**config.mk**
```make
export PLATFORM = sky130hd
export DESIGN_NAME = decode_unit
export DESIGN_NICKNAME = d
export VERILOG_FILES = /design/src/rtl/gpu_isa_pkg.sv /design/src/rtl/decode_logic.sv /design/src/rtl/decode_unit.sv
export SDC_FILE = /design/constraint.sdc
export NUM_CORES = 1
export LEC_CHECK = 0
export ABC_AREA = 1
export ABC_CLOCK_PERIOD_IN_PS = 1600
export CELL_PAD_IN_SITES_DETAIL_PLACEMENT = 0
export CELL_PAD_IN_SITES_GLOBAL_PLACEMENT = 2
export CORE_UTILIZATION = 25
export DETAILED_ROUTE_END_ITERATION = 12
export MAX_ROUTING_LAYER = met4
export PLACE_DENSITY_LB_ADDON = 0.1
export SETUP_SLACK_MARGIN = 0.1
export SYNTH_ARGS = -nofsm -noshare
export SYNTH_HDL_FRONTEND = slang
export SYNTH_SLANG_ARGS = --single-unit
```
**constraint.sdc**
```tcl
create_clock -name clk -period 1.6 [get_ports clk]
set_input_delay 0.16 -clock clk [delete_from_list [all_inputs] [get_ports clk]]
set_output_delay 0.16 -clock clk [all_outputs]
set_load 0.05 [all_outputs]
```
**src/rtl/gpu_isa_pkg.sv**
```systemverilog
`default_nettype none
// +----------------------------------------------------------------------+
// | Module  : gpu_isa_pkg                                                |
// | Brief   : Opcode enumeration, decoded-control bundle and mux         |
// |           encodings shared by the decode stage.                      |
// | Revision: 1.0 - initial release                                      |
// +----------------------------------------------------------------------+
package gpu_isa_pkg;

    // 4-bit opcode space; codes 10-14 are unassigned.
    typedef enum logic [3:0] {
        OP_NOP   = 4'd0,
        OP_BRNZP = 4'd1,
        OP_CMP   = 4'd2,
        OP_ADD   = 4'd3,
        OP_SUB   = 4'd4,
        OP_MUL   = 4'd5,
        OP_DIV   = 4'd6,
        OP_LDR   = 4'd7,
        OP_STR   = 4'd8,
        OP_CONST = 4'd9,
        OP_RET   = 4'd15
    } opcode_e;

    // Register write-back source select.
    localparam logic [1:0] c_REG_IN_ALU   = 2'd0;
    localparam logic [1:0] c_REG_IN_MEM   = 2'd1;
    localparam logic [1:0] c_REG_IN_CONST = 2'd2;

    // ALU arithmetic operation select.
    localparam logic [1:0] c_ALU_ADD = 2'd0;
    localparam logic [1:0] c_ALU_SUB = 2'd1;
    localparam logic [1:0] c_ALU_MUL = 2'd2;
    localparam logic [1:0] c_ALU_DIV = 2'd3;

    // Decoded control bundle; an all-zero value is a NOP.
    typedef struct packed {
        logic       reg_we;
        logic       mem_re;
        logic       mem_we;
        logic       nzp_we;
        logic [1:0] reg_in_mux;
        logic [1:0] alu_arith_mux;
        logic       alu_out_mux;
        logic       pc_mux;
        logic       ret;
        logic       illegal;
    } ctrl_t;

endpackage
`default_nettype wire

```
**src/rtl/decode_logic.sv**
```systemverilog
`default_nettype none
// +----------------------------------------------------------------------+
// | Module  : decode_logic                                               |
// | Brief   : Pure combinational opcode -> control bundle lookup.        |
// |           DECODE_ILLEGAL_TRAP_EN: opcodes 10-14 flag illegal,        |
// |           otherwise they decode as NOP.                              |
// | Revision: 1.0 - initial release                                      |
// +----------------------------------------------------------------------+
module decode_logic
    import gpu_isa_pkg::*;
(
    input  logic [3:0] i_opcode,
    output ctrl_t      o_ctrl
);

    // Opcode table lookup; every control not named for an opcode stays 0.
    always_comb begin
        o_ctrl = '0;
        case (i_opcode)
            OP_BRNZP: o_ctrl.pc_mux = 1'b1;
            OP_CMP: begin
                o_ctrl.alu_out_mux = 1'b1;
                o_ctrl.nzp_we      = 1'b1;
            end
            OP_ADD: begin
                o_ctrl.reg_we        = 1'b1;
                o_ctrl.reg_in_mux    = c_REG_IN_ALU;
                o_ctrl.alu_arith_mux = c_ALU_ADD;
            end
            OP_SUB: begin
                o_ctrl.reg_we        = 1'b1;
                o_ctrl.reg_in_mux    = c_REG_IN_ALU;
                o_ctrl.alu_arith_mux = c_ALU_SUB;
            end
            OP_MUL: begin
                o_ctrl.reg_we        = 1'b1;
                o_ctrl.reg_in_mux    = c_REG_IN_ALU;
                o_ctrl.alu_arith_mux = c_ALU_MUL;
            end
            OP_DIV: begin
                o_ctrl.reg_we        = 1'b1;
                o_ctrl.reg_in_mux    = c_REG_IN_ALU;
                o_ctrl.alu_arith_mux = c_ALU_DIV;
            end
            OP_LDR: begin
                o_ctrl.reg_we     = 1'b1;
                o_ctrl.mem_re     = 1'b1;
                o_ctrl.reg_in_mux = c_REG_IN_MEM;
            end
            OP_STR: o_ctrl.mem_we = 1'b1;
            OP_CONST: begin
                o_ctrl.reg_we     = 1'b1;
                o_ctrl.reg_in_mux = c_REG_IN_CONST;
            end
            OP_RET: o_ctrl.ret = 1'b1;
`ifdef DECODE_ILLEGAL_TRAP_EN
            4'd10, 4'd11, 4'd12, 4'd13, 4'd14: o_ctrl.illegal = 1'b1;
`endif
            default: o_ctrl = '0;
        endcase
    end

endmodule
`default_nettype wire

```
**src/rtl/decode_unit.sv**
```systemverilog
`default_nettype none
// +----------------------------------------------------------------------+
// | Module  : decode_unit                                                |
// | Brief   : Instruction decode stage: combinational field/control      |
// |           decode into a 2-entry FIFO (head slot A, skid slot B)      |
// |           with a registered in_ready.                                |
// |           DECODE_ILLEGAL_TRAP_EN: enables the illegal-opcode flag    |
// |           and the sticky err_illegal output.                         |
// | Revision: 1.0 - initial release                                      |
// +----------------------------------------------------------------------+
module decode_unit
    import gpu_isa_pkg::*;
#(
    parameter int REG_ADDR_W = 4,
    parameter int CTX_W      = 2,
    localparam int INSTR_W   = 4 + 3*REG_ADDR_W,
    localparam int IMM_W     = 2*REG_ADDR_W
) (
    input  logic                  clk,
    input  logic                  reset,
    input  logic                  flush,
    input  logic                  in_valid,
    output logic                  in_ready,
    input  logic [INSTR_W-1:0]    in_instr,
    input  logic [CTX_W-1:0]      in_ctx,
    output logic                  out_valid,
    input  logic                  out_ready,
    output logic [CTX_W-1:0]      out_ctx,
    output logic [REG_ADDR_W-1:0] out_rd,
    output logic [REG_ADDR_W-1:0] out_rs,
    output logic [REG_ADDR_W-1:0] out_rt,
    output logic [2:0]            out_nzp,
    output logic [IMM_W-1:0]      out_imm,
    output logic                  out_reg_we,
    output logic                  out_mem_re,
    output logic                  out_mem_we,
    output logic                  out_nzp_we,
    output logic [1:0]            out_reg_in_mux,
    output logic [1:0]            out_alu_arith_mux,
    output logic                  out_alu_out_mux,
    output logic                  out_pc_mux,
    output logic                  out_ret,
    output logic                  out_illegal,
    output logic                  err_illegal
);

    localparam int CTRL_W  = $bits(ctrl_t);
    localparam int ENTRY_W = CTX_W + 3*REG_ADDR_W + 3 + IMM_W + CTRL_W;

    // Occupancy states.
    localparam logic [1:0] c_EMPTY = 2'd0;
    localparam logic [1:0] c_ONE   = 2'd1;
    localparam logic [1:0] c_FULL  = 2'd2;

    logic [1:0]            r_state;
    logic [1:0]            w_state_nxt;
    logic                  r_in_ready;
    logic [ENTRY_W-1:0]    r_slot_a;
    logic [ENTRY_W-1:0]    r_slot_b;
    logic [ENTRY_W-1:0]    w_slot_a_nxt;
    logic [ENTRY_W-1:0]    w_slot_b_nxt;
    logic [ENTRY_W-1:0]    w_entry;
    logic [3:0]            w_opcode;
    logic [REG_ADDR_W-1:0] w_rd;
    logic [REG_ADDR_W-1:0] w_rs;
    logic [REG_ADDR_W-1:0] w_rt;
    logic [2:0]            w_nzp;
    logic [IMM_W-1:0]      w_imm;
    ctrl_t                 w_ctrl;
    ctrl_t                 w_head_ctrl;
    logic                  w_push;
    logic                  w_pop;

    // Field extraction; imm overlaps rs/rt and nzp is the top of rd.
    assign w_opcode = in_instr[INSTR_W-1 -: 4];
    assign w_rd     = in_instr[3*REG_ADDR_W-1 -: REG_ADDR_W];
    assign w_rs     = in_instr[2*REG_ADDR_W-1 -: REG_ADDR_W];
    assign w_rt     = in_instr[REG_ADDR_W-1:0];
    assign w_imm    = in_instr[IMM_W-1:0];
    assign w_nzp    = w_rd[REG_ADDR_W-1 -: 3];

    decode_logic u_decode_logic (
        .i_opcode (w_opcode),
        .o_ctrl   (w_ctrl)
    );

    assign w_entry = {in_ctx, w_rd, w_rs, w_rt, w_nzp, w_imm, w_ctrl};

    assign in_ready  = r_in_ready;
    assign out_valid = (r_state != c_EMPTY);
    assign w_push    = in_valid & r_in_ready;
    assign w_pop     = out_valid & out_ready;

    // Slot A is always the head, so outputs come straight from its register.
    assign {out_ctx, out_rd, out_rs, out_rt, out_nzp, out_imm, w_head_ctrl} = r_slot_a;

    assign out_reg_we        = w_head_ctrl.reg_we;
    assign out_mem_re        = w_head_ctrl.mem_re;
    assign out_mem_we        = w_head_ctrl.mem_we;
    assign out_nzp_we        = w_head_ctrl.nzp_we;
    assign out_reg_in_mux    = w_head_ctrl.reg_in_mux;
    assign out_alu_arith_mux = w_head_ctrl.alu_arith_mux;
    assign out_alu_out_mux   = w_head_ctrl.alu_out_mux;
    assign out_pc_mux        = w_head_ctrl.pc_mux;
    assign out_ret           = w_head_ctrl.ret;
    assign out_illegal       = w_head_ctrl.illegal;

    // Occupancy next-state and slot movement; flush overrides any push/pop.
    always_comb begin
        w_state_nxt  = r_state;
        w_slot_a_nxt = r_slot_a;
        w_slot_b_nxt = r_slot_b;
        case (r_state)
            c_EMPTY: begin
                if (w_push) begin
                    w_state_nxt  = c_ONE;
                    w_slot_a_nxt = w_entry;
                end
            end
            c_ONE: begin
                if (w_push && w_pop) begin
                    w_slot_a_nxt = w_entry;
                end else if (w_push) begin
                    w_state_nxt  = c_FULL;
                    w_slot_b_nxt = w_entry;
                end else if (w_pop) begin
                    w_state_nxt  = c_EMPTY;
                end
            end
            c_FULL: begin
                // in_ready is low here, so only a pop can occur.
                if (w_pop) begin
                    w_state_nxt  = c_ONE;
                    w_slot_a_nxt = r_slot_b;
                end
            end
            default: w_state_nxt = c_EMPTY;
        endcase
        if (flush) begin
            w_state_nxt = c_EMPTY;
        end
    end

    // FIFO state register; in_ready is registered from the next occupancy.
    always_ff @(posedge clk) begin
        if (reset) begin
            r_state    <= c_EMPTY;
            r_in_ready <= 1'b1;
            r_slot_a   <= '0;
            r_slot_b   <= '0;
        end else begin
            r_state    <= w_state_nxt;
            r_in_ready <= (w_state_nxt != c_FULL);
            r_slot_a   <= w_slot_a_nxt;
            r_slot_b   <= w_slot_b_nxt;
        end
    end

`ifdef DECODE_ILLEGAL_TRAP_EN
    logic r_err_illegal;

    // Sticky error: set when an illegal entry is consumed, cleared only by reset.
    always_ff @(posedge clk) begin
        if (reset) begin
            r_err_illegal <= 1'b0;
        end else if (w_pop && w_head_ctrl.illegal) begin
            r_err_illegal <= 1'b1;
        end
    end

    assign err_illegal = r_err_illegal;
`else
    assign err_illegal = 1'b0;
`endif

endmodule
`default_nettype wire

```
==> results of run 1 <==
layer usage:
layer	vias up	track usage, %
li1	1174	-
met1	924	14.7
met2	43	21.2
met3	7	2.39
met4	0	4.07
met5	-	-
placed cells by master (no fill, tap or decap):
master	n
a211oi_1	1
nand3_1	5
nand2_2	2
nand4_1	3
bufinv_16	1
clkbuf_1	1
clkinv_1	1
nor3_1	1
nand2_1	90
inv_1	52
buf_12	5
buf_4	40
nor2_1	70
nand3_4	1
o21ai_0	39
clkbuf_8	6
conb_1	2
dfxtp_1	49
a21oi_1	19
clkdlybuf4s50_1	22
synthesized netlist by cell type:
cell and instances:
nand4_1 3, nor2_1 70, inv_1 52, nand3_1 5, conb_1 1, nand2_1 90
a211oi_1 1, nor3_1 1, nand3_4 1, dfxtp_1 49, o21ai_0 39, nand2_2 2
buf_2 1, clkbuf_1 9, buf_6 3, a21oi_1 19, clkinv_1 1, buf_4 18
path summary, 6_finish.rpt:
path	slack, ns	start	depth (start not counted)	to
max	0.29	r_state[1]	8	r_slot_a[11]
max reg2reg	0.29	r_state[1]	8	r_slot_a[11]
min	0.45	r_slot_b[27]	2	r_slot_b[27]
min reg2reg	0.45	r_slot_b[27]	2	r_slot_b[27]
final cells by class:
| type | count | area [um2] | share of cell area (%) |
|---|---|---|---|
| Sequential cell | 49 | 981 | 32.3 |
| Multi-Input combinational cell | 233 | 985 | 32.4 |
| Tap cell | 111 | 139 | 4.57 |
| Timing Repair Buffer | 67 | 621 | 20.4 |
| Inverter | 53 | 199 | 6.54 |
| Clock inverter | 1 | 30.0 | 0.988 |
| Clock buffer | 7 | 86.3 | 2.84 |
logic make-up (layout without fill, tap and decap cells):
group,count (synthesis),in the layout,synth area share [%]
buffers and inverters,84,128,17.2
AND/OR/NAND/NOR,172,172,28.7
other,1,2,0.158
AO/OA/AOI/OAI,59,59,12.6
flip-flops,49,49,41.4
report_power, final:
group	leakage [nW]	internal (mW)	switching, mW	total, mW
combinational	0.988	0.235	0.462	0.696
clock	0.0585	0.510	0.424	0.934
sequential	0.401	1.28	0.0324	1.31
total	1.45	2.02	0.918	2.94
per-stage QoR:
| step | power [mW] | utilization (%) | setup slack, ns | cell area, um2 |
|---|---|---|---|---|
| 2_1_floorplan | 1.84 | - | 0.114 | 2370 |
| 3_3_place_gp | 2.05 | 31.8 | 0.106 | 2920 |
| 3_5_place_dp | 2.04 | 31.8 | 0.0995 | 2920 |
| 4_1_cts | 3.01 | 33.1 | 0.270 | 3040 |
| 5_1_grt | 3.11 | 33.1 | 0.156 | 3040 |
| 6_report | 2.94 | 33.1 | 0.293 | 3040 |
worst max-delay path, stage by stage (launching register included):
cell and delay [ns]:
dfxtp_1 0.39, inv_1 0.09, nand2_1 0.14, nand2_2 0.11, nand3_4 0.11, buf_12 0.18
nand2_1 0.06, nand2_1 0.07, nor2_1 0.05
state kept, by name, summed over array words and instances, names as in the netlist:
| register | flops |
|---|---|
| r_slot_b | 23 |
| in_ready | 1 |
| r_state | 2 |
| r_slot_a | 23 |
==> impl_metrics.yaml, run 1 <==
sta:
  rsz0062_at_grt: "false"
  finalCriticalPeriod_ns: 1.31
  fmax_mhz: 765
  finalSetupTns_ns: 0
  drv_slew: 0
  setup_viol_count_final: 0
  holdWs_ns: 0.448
  fin_skew_ns: 0.00890
  hold_violations: 0
  layout_worst_path_cycle_share_pct: 81.7
cts:
  holdBufCountCts: 0
  postCtsSetupBuffers: 0
  cts_root_buffer: "clkbuf_8"
  cts.clk_slew.worst_paths_ns: 0.09
  cts_resized: 0
  cts_tree: "yes"
  cts_sinks: 49
  cts_buffers: 5
  htree_levels: 2
  clockBufferDepth: 2
  clkLatencyLatePin_ns: 0.31
layout:
  instances_no_fill: 521
  final.fill_count: 1032
  nets: 432
  area_delta_synth_final_pct: 28.4
  drive_gt1_share_pct: 13.4
  antenna_cells: 0
synthesis:
  ys_types: 18
  synth_area_um2: 2370
  synth.area.top_cells: "dfxtp_1, nand2_1, nor2_1, o21ai_0, inv_1"
  yosysTopAreaCell: "dfxtp_1"
  yosysTopAreaCellShare_pct: 41.4
  synthCells: 365
  ys_seq_area_share_pct: 41.4
  synth_seq_cells: 49
  yosysWarnings: 0
  synth.avg_cell_area_um2: 6.49
die:
  row_count: 35
  core-area_um2: 9200
  initial_core_util_pct: 25.8
  ios: 63
  dieArea_um2: 9870
  chipWidth_um: 99.3
  die_h_um: 99.3
pwr:
  p_leak_nw: 1.45
  peakVddDrop_mv: 0.342
  pwr_density_cell_nw_per_um2: 967
setup_path:
  critPathKind: "register to register"
  start_kind: "register"
  crit_fanout: 27
  worst_ep_required_time_ns: 1.80
  cp.arrival_ns: 1.51
  critPathCaptureType: "register"
global_route:
  grt_pass1_vias: 1953
  grt_pass1_wl_um: 9360
  grt_max_degree: 39
  grt_usage_pct: 12.4
  antenna_found_initial: 0
  grt-ovfl-total: 0
routing:
  vias_per_cell: 4.12
  wire_per_inst_um: 10.9
  met3WireLength_um: 179
  drc_errors: 0
  antenna_left: 0
  drtIter0Drc: 70
  met1Wirelength_um: 2780
  wirelength_um: 5680
  dr.pass1.iters: 4
  top_layer: "met4"
  wl_met2_um: 2650
  num_vias: 2148
place:
  place_congestion: 0.826
  dp_hpwl_um: 3790
  dp.cells: 513
  numPortBuffers: 60
min_path:
  hold_class: "register to register"
status:
  status: "finished, final reports clean"
job:
  maxCapViolCount: 0
(Power assumes the default switching activity.)
==> run 2: changes to the inputs <==
--- a/config.mk
+++ b/config.mk
@@ -6,10 +6,10 @@
 export NUM_CORES = 1
 export LEC_CHECK = 0
 export ABC_AREA = 1
-export ABC_CLOCK_PERIOD_IN_PS = 1600
+export ABC_CLOCK_PERIOD_IN_PS = 1200
 export CELL_PAD_IN_SITES_DETAIL_PLACEMENT = 0
 export CELL_PAD_IN_SITES_GLOBAL_PLACEMENT = 2
-export CORE_UTILIZATION = 25
+export CORE_UTILIZATION = 23
 export DETAILED_ROUTE_END_ITERATION = 12
 export MAX_ROUTING_LAYER = met4
 export PLACE_DENSITY_LB_ADDON = 0.1
==> constraint.sdc (replaced) <==
create_clock -name clk -period 1.2 [get_ports clk]
set_input_delay 0.12 -clock clk [delete_from_list [all_inputs] [get_ports clk]]
set_output_delay 0.12 -clock clk [all_outputs]
set_load 0.05 [all_outputs]
==> run 2 against run 1 <==
  * The flow now finishes with violations (negative setup slack)
  * Sequential share of layout area decreased by 6.6 points
  * Clock power increased by 13%
  * Clock-buffer cell count decreased by 1
  * Cell count increased by 7.5%
  * Die area increased by 8.5%
  * Critical endpoint is now out_valid
  * Flip-flop and latch count unchanged
  * Highest routed layer unchanged
  * Worst setup slack got worse by 0.30 ns
  * Utilization increased by 6.1 points
  * Critical path type is now register to output pin
  * Power increased by 39%
==> impl_metrics.yaml, run 2 (synthesis gave the netlist of run 1 again) <==
pwr:
  switching_share_pct: 32.8
  power.switching_mw: 1.34
  pwr_density_cell_nw_per_um2: 1060
  peakVddDrop_mv: 0.480
  pwr-share-clk_pct: 26.1
  p_leak_nw: 1.72
  p_seq_share_pct: 44.1
  combPwrFrac_pct: 29.8
  p_int_mw: 2.74
die:
  ios: 63
  die_h_um: 103
  dieArea_um2: 10700
  initial_core_util_pct: 24.0
  row_count: 36
  chipWidth_um: 103
  core-area_um2: 9860
routing:
  wl_met2_um: 2950
  antenna_left: 0
  met3WireLength_um: 265
  wire_per_inst_um: 11.2
  vias_per_cell: 3.97
  dr.pass1.iters: 4
  num_vias: 2222
  met1Wirelength_um: 3040
  drc_errors: 0
  wirelength_um: 6280
  top_layer: "met4"
  drtIter0Drc: 83
place:
  place_congestion: 0.762
  numPortBuffers: 60
  dp.cells: 544
  dp_hpwl_um: 4180
setup_path:
  crit_fanout: 5
  cp.arrival_ns: 1.09
  worst_ep_required_time_ns: 1.08
  critPathKind: "register to output pin"
  critPathCaptureType: "output pin"
  start_kind: "register"
global_route:
  antenna_found_initial: 0
  grt_pass1_vias: 1951
  grt_usage_pct: 12.4
  grt-ovfl-total: 0
  grt_max_degree: 36
  grt_pass1_wl_um: 9760
sta:
  setup_ws_ns: -0.00877
  holdWs_ns: 0.303
  finalCriticalPeriod_ns: 1.21
  fmax_mhz: 827
  setup_viol_count_final: 1
  layout_worst_path_cycle_share_pct: 101
  fin_skew_ns: 0.00992
  hold_violations: 0
  drv_slew: 0
  rsz0062_at_grt: "true"
layout:
  nets: 449
  instances_no_fill: 560
  reg.largest.list: "r_slot_a: 23 flops, r_slot_b: 23 flops, r_state: 2 flops"
  area_delta_synth_final_pct: 62.9
  layout.cells.most_common: "nand2_1"
  final_cell_mix: "nand2_1, nor2_1, inv_1"
  antenna_cells: 0
  drive_gt1_share_pct: 23.4
cts:
  cts_buffers: 5
  clkLatencyLatePin_ns: 0.30
  clockBufferDepth: 2
  cts_root_buffer: "clkbuf_8"
  cts_sinks: 49
  cts.clk_slew.worst_paths_ns: 0.10
  cts_tree: "yes"
  htree_levels: 2
min_path:
  hold_class: "input pin to register"
job:
  maxCapViolCount: 0
status:
  status: "complete, but fails checks"
  violations: "negative setup slack"
## run 2: what timing repair did
action / 4_1_cts / 5_1_grt
endpoints found under the hold margin: 0 / 0
pin swaps: 1 / 1
gates cloned: 1 / 3
hold buffers: 0 / 0
resized for setup: 15 / 20
buffers inserted: 3 / 1
setup endpoints to repair: 45 / 51
## run 2: cell type report
class                   count  area [um2]
inverters                  53         209
fillers                  1023        6010
repair buffers             84        1280
multi-input cells         233        1110
well taps                 133         166
clock inverters             2        13.8
clock buffers               6        82.6
flip-flops and latches     49         991
## run 2: worst paths after layout
check             slack [ns]           end  depth (start not counted)    startpoint
hold reg to reg         0.45  r_slot_b[29]                          2  r_slot_b[29]
setup reg to reg        0.02   r_slot_b[5]                          7    r_state[0]
setup / recovery      -0.009     out_valid                          4    r_state[1]
hold / removal          0.30   r_slot_b[4]                          4  in_instr[12]
## run 2: worst max-delay path: stages, from the launching register on
cell and delay [ns]:
dfxtp_4 0.39, inv_6 0.09, nand2_8 0.06, buf_12 0.12
buf_12 0.13
## run 2: power by group through the flow
stage               combinational, mW  sequential [mW]  clock [mW]
floorplan                       0.488             1.99           0
global placement                 1.18             1.83           0
detailed placement               1.18             1.84           0
CTS                              1.20             1.80        1.13
global route                     1.31             1.81        1.18
finish                           1.22             1.80        1.06
## run 2: per-stage QoR
stage          power [mW]  setup TNS [ns]  util (%)  worst slack [ns]  area (um2)
2_1_floorplan        2.47               0         -            0.0574        2470
3_3_place_gp         3.02           -7.31      35.7            -0.226        3520
3_5_place_dp         3.02           -7.89      35.7            -0.245        3520
4_1_cts              4.13               0      37.7            0.0420        3710
5_1_grt              4.29          -0.583      39.1           -0.0548        3860
6_report             4.08        -0.00877      39.1          -0.00877        3860
## run 2: layer usage
layer,global-route usage [%],vias to the layer above
li1,-,1216
met1,16.2,959
met2,19.5,43
met3,2.42,4
met4,3.25,0
met5,-,-
==> run 3: changes to the inputs <==
--- a/config.mk
+++ b/config.mk
@@ -14,6 +14,7 @@
 export MAX_ROUTING_LAYER = met4
 export PLACE_DENSITY_LB_ADDON = 0.1
 export SETUP_SLACK_MARGIN = 0.1
+export SKIP_CTS_REPAIR_TIMING = 1
 export SYNTH_ARGS = -nofsm -noshare
 export SYNTH_HDL_FRONTEND = slang
 export SYNTH_SLANG_ARGS = --single-unit
==> run 3 against run 2 <==
  * The run now ends clean
  * Cell count shrank 0.71%
  * Die area is the same
  * Clock power is essentially flat
  * Design area shrank 2.2%
  * First-iteration DRC count shrank 16%
  * Critical path type unchanged
  * Largest cell class unchanged
  * Highest routed layer unchanged
==> impl_metrics.yaml, run 3 (synthesis gave the netlist of run 1 again) <==
status:
  status: "finished, final reports clean"
cts:
  cts.clk_slew.worst_paths_ns: 0.09
  cts_buffers: 5
  clockBufferDepth: 2
  cts_tree: "yes"
  clkLatencyLatePin_ns: 0.30
  cts_sinks: 49
  cts_root_buffer: "clkbuf_8"
  htree_levels: 2
routing:
  num_vias: 2195
  wl_met2_um: 2890
  vias_per_cell: 3.95
  drc_errors: 0
  wirelength_um: 6190
  antenna_left: 0
  drtIter0Drc: 70
  wire_per_inst_um: 11.1
  met3WireLength_um: 259
  top_layer: "met4"
  met1Wirelength_um: 3000
  dr.pass1.iters: 4
global_route:
  grt_pass1_wl_um: 9290
  antenna_found_initial: 0
  grt_usage_pct: 11.8
  grt_pass1_vias: 1896
  grt-ovfl-total: 0
  grt_max_degree: 37
die:
  core-area_um2: 9860
  chipWidth_um: 103
  row_count: 36
  die_h_um: 103
  dieArea_um2: 10700
  initial_core_util_pct: 24.0
  ios: 63
setup_path:
  critPathMaxStageDelay_ns: 0.39
  cp.arrival_ns: 1.08
  critPathKind: "register to output pin"
  crit_fanout: 5
  path_delay_family: "flip-flops"
  worst_ep_required_time_ns: 1.08
  critPathMostFrequentCell: "buf_12"
  critPathCaptureType: "output pin"
  crit_path_top_delay_cell: "dfxtp_4"
  start_kind: "register"
  cp_cell_sequence: "inv_6 -> nand2_8 -> buf_12 -> buf_12"
  crit_buf_inv: 3
place:
  dp.cells: 544
  place_congestion: 0.762
  numPortBuffers: 60
  dp_slack_ns: -0.245
  dp_hpwl_um: 4180
pwr:
  peakVddDrop_mv: 0.496
  total_power_mw: 4.06
  p_leak_nw: 1.69
  pwr_density_cell_nw_per_um2: 1080
sta:
  finalSetupTns_ns: 0
  fin_skew_ns: 0.00916
  layout_worst_path_cycle_share_pct: 99.9
  setup_viol_count_final: 0
  drv_slew: 0
  fmax_mhz: 834
  finalCriticalPeriod_ns: 1.20
  setup_ws_ns: 0.000860
  hold_violations: 0
  rsz0062_at_grt: "true"
layout:
  antenna_cells: 0
  layout.cells.most_common: "nand2_1"
  area_delta_synth_final_pct: 59.3
  final.fill_count: 1031
  drive_gt1_share_pct: 21.3
  reg.largest.list: "r_slot_a: 23 flops, r_slot_b: 23 flops, r_state: 2 flops"
  final_cell_mix: "nand2_1, nor2_1, inv_1"
  nets: 445
  instances_no_fill: 556
  post-route-util_pct: 38.2
job:
  maxCapViolCount: 0
min_path:
  hold_class: "input pin to register"
==> run 3: cell types whose count changed in the layout (fill, tap and decap cells not counted), sizes merged <==
cell / previous run / this run
buf: 60 / 55
clkbuf: 8 / 9
clkinvlp: 0 / 1
inv: 52 / 51
==> run 3: cell type report <==
class,instances,area [um2],share of cell area (%)
Multi-Input combinational cell,233,1070,28.3
Sequential cell,49,993,26.3
Tap cell,133,166,4.41
Timing Repair Buffer,80,1230,32.7
Inverter,53,215,5.70
Clock inverter,2,13.8,0.365
Clock buffer,6,82.6,2.19
==> run 3: path summary, 6_finish.rpt <==
check	startpoint	to	slack, ns	cells after the start
setup / recovery	r_state[1]	out_valid	0.0009	4
hold / removal	in_instr[12]	r_slot_b[4]	0.34	4
setup reg to reg	in_ready	r_slot_b[33]	0.03	6
hold reg to reg	r_slot_b[30]	r_slot_b[30]	0.45	2
==> run 3: metrics by stage <==
stage	area, um2	hold slack [ns]
3_3_place_gp	3520	0.433
3_5_place_dp	3520	0.440
4_1_cts	3620	0.439
5_1_grt	3770	0.404
6_report	3770	0.336
2_1_floorplan	2470	0.192
==> run 3: worst reg2reg max path, delay by kind of cell (launching register included) <==
| kind | cells | cell delay (ns) |
|---|---|---|
| AND/OR/NAND/NOR | 3 | 0.31 |
| flip-flops | 1 | 0.38 |
| buffers and inverters | 1 | 0.21 |
| AO/OA/AOI/OAI | 2 | 0.17 |
==> run 3: layer usage <==
layer	global-route usage, %	vias to the layer above
li1	-	1205
met1	15.4	943
met2	18.4	43
met3	2.42	4
met4	3.25	0
met5	-	-
==> run 3: power breakdown <==
part | switching [mW] | internal (mW)
Combinational | 0.638 | 0.563
Clock | 0.597 | 0.469
Sequential | 0.0971 | 1.70
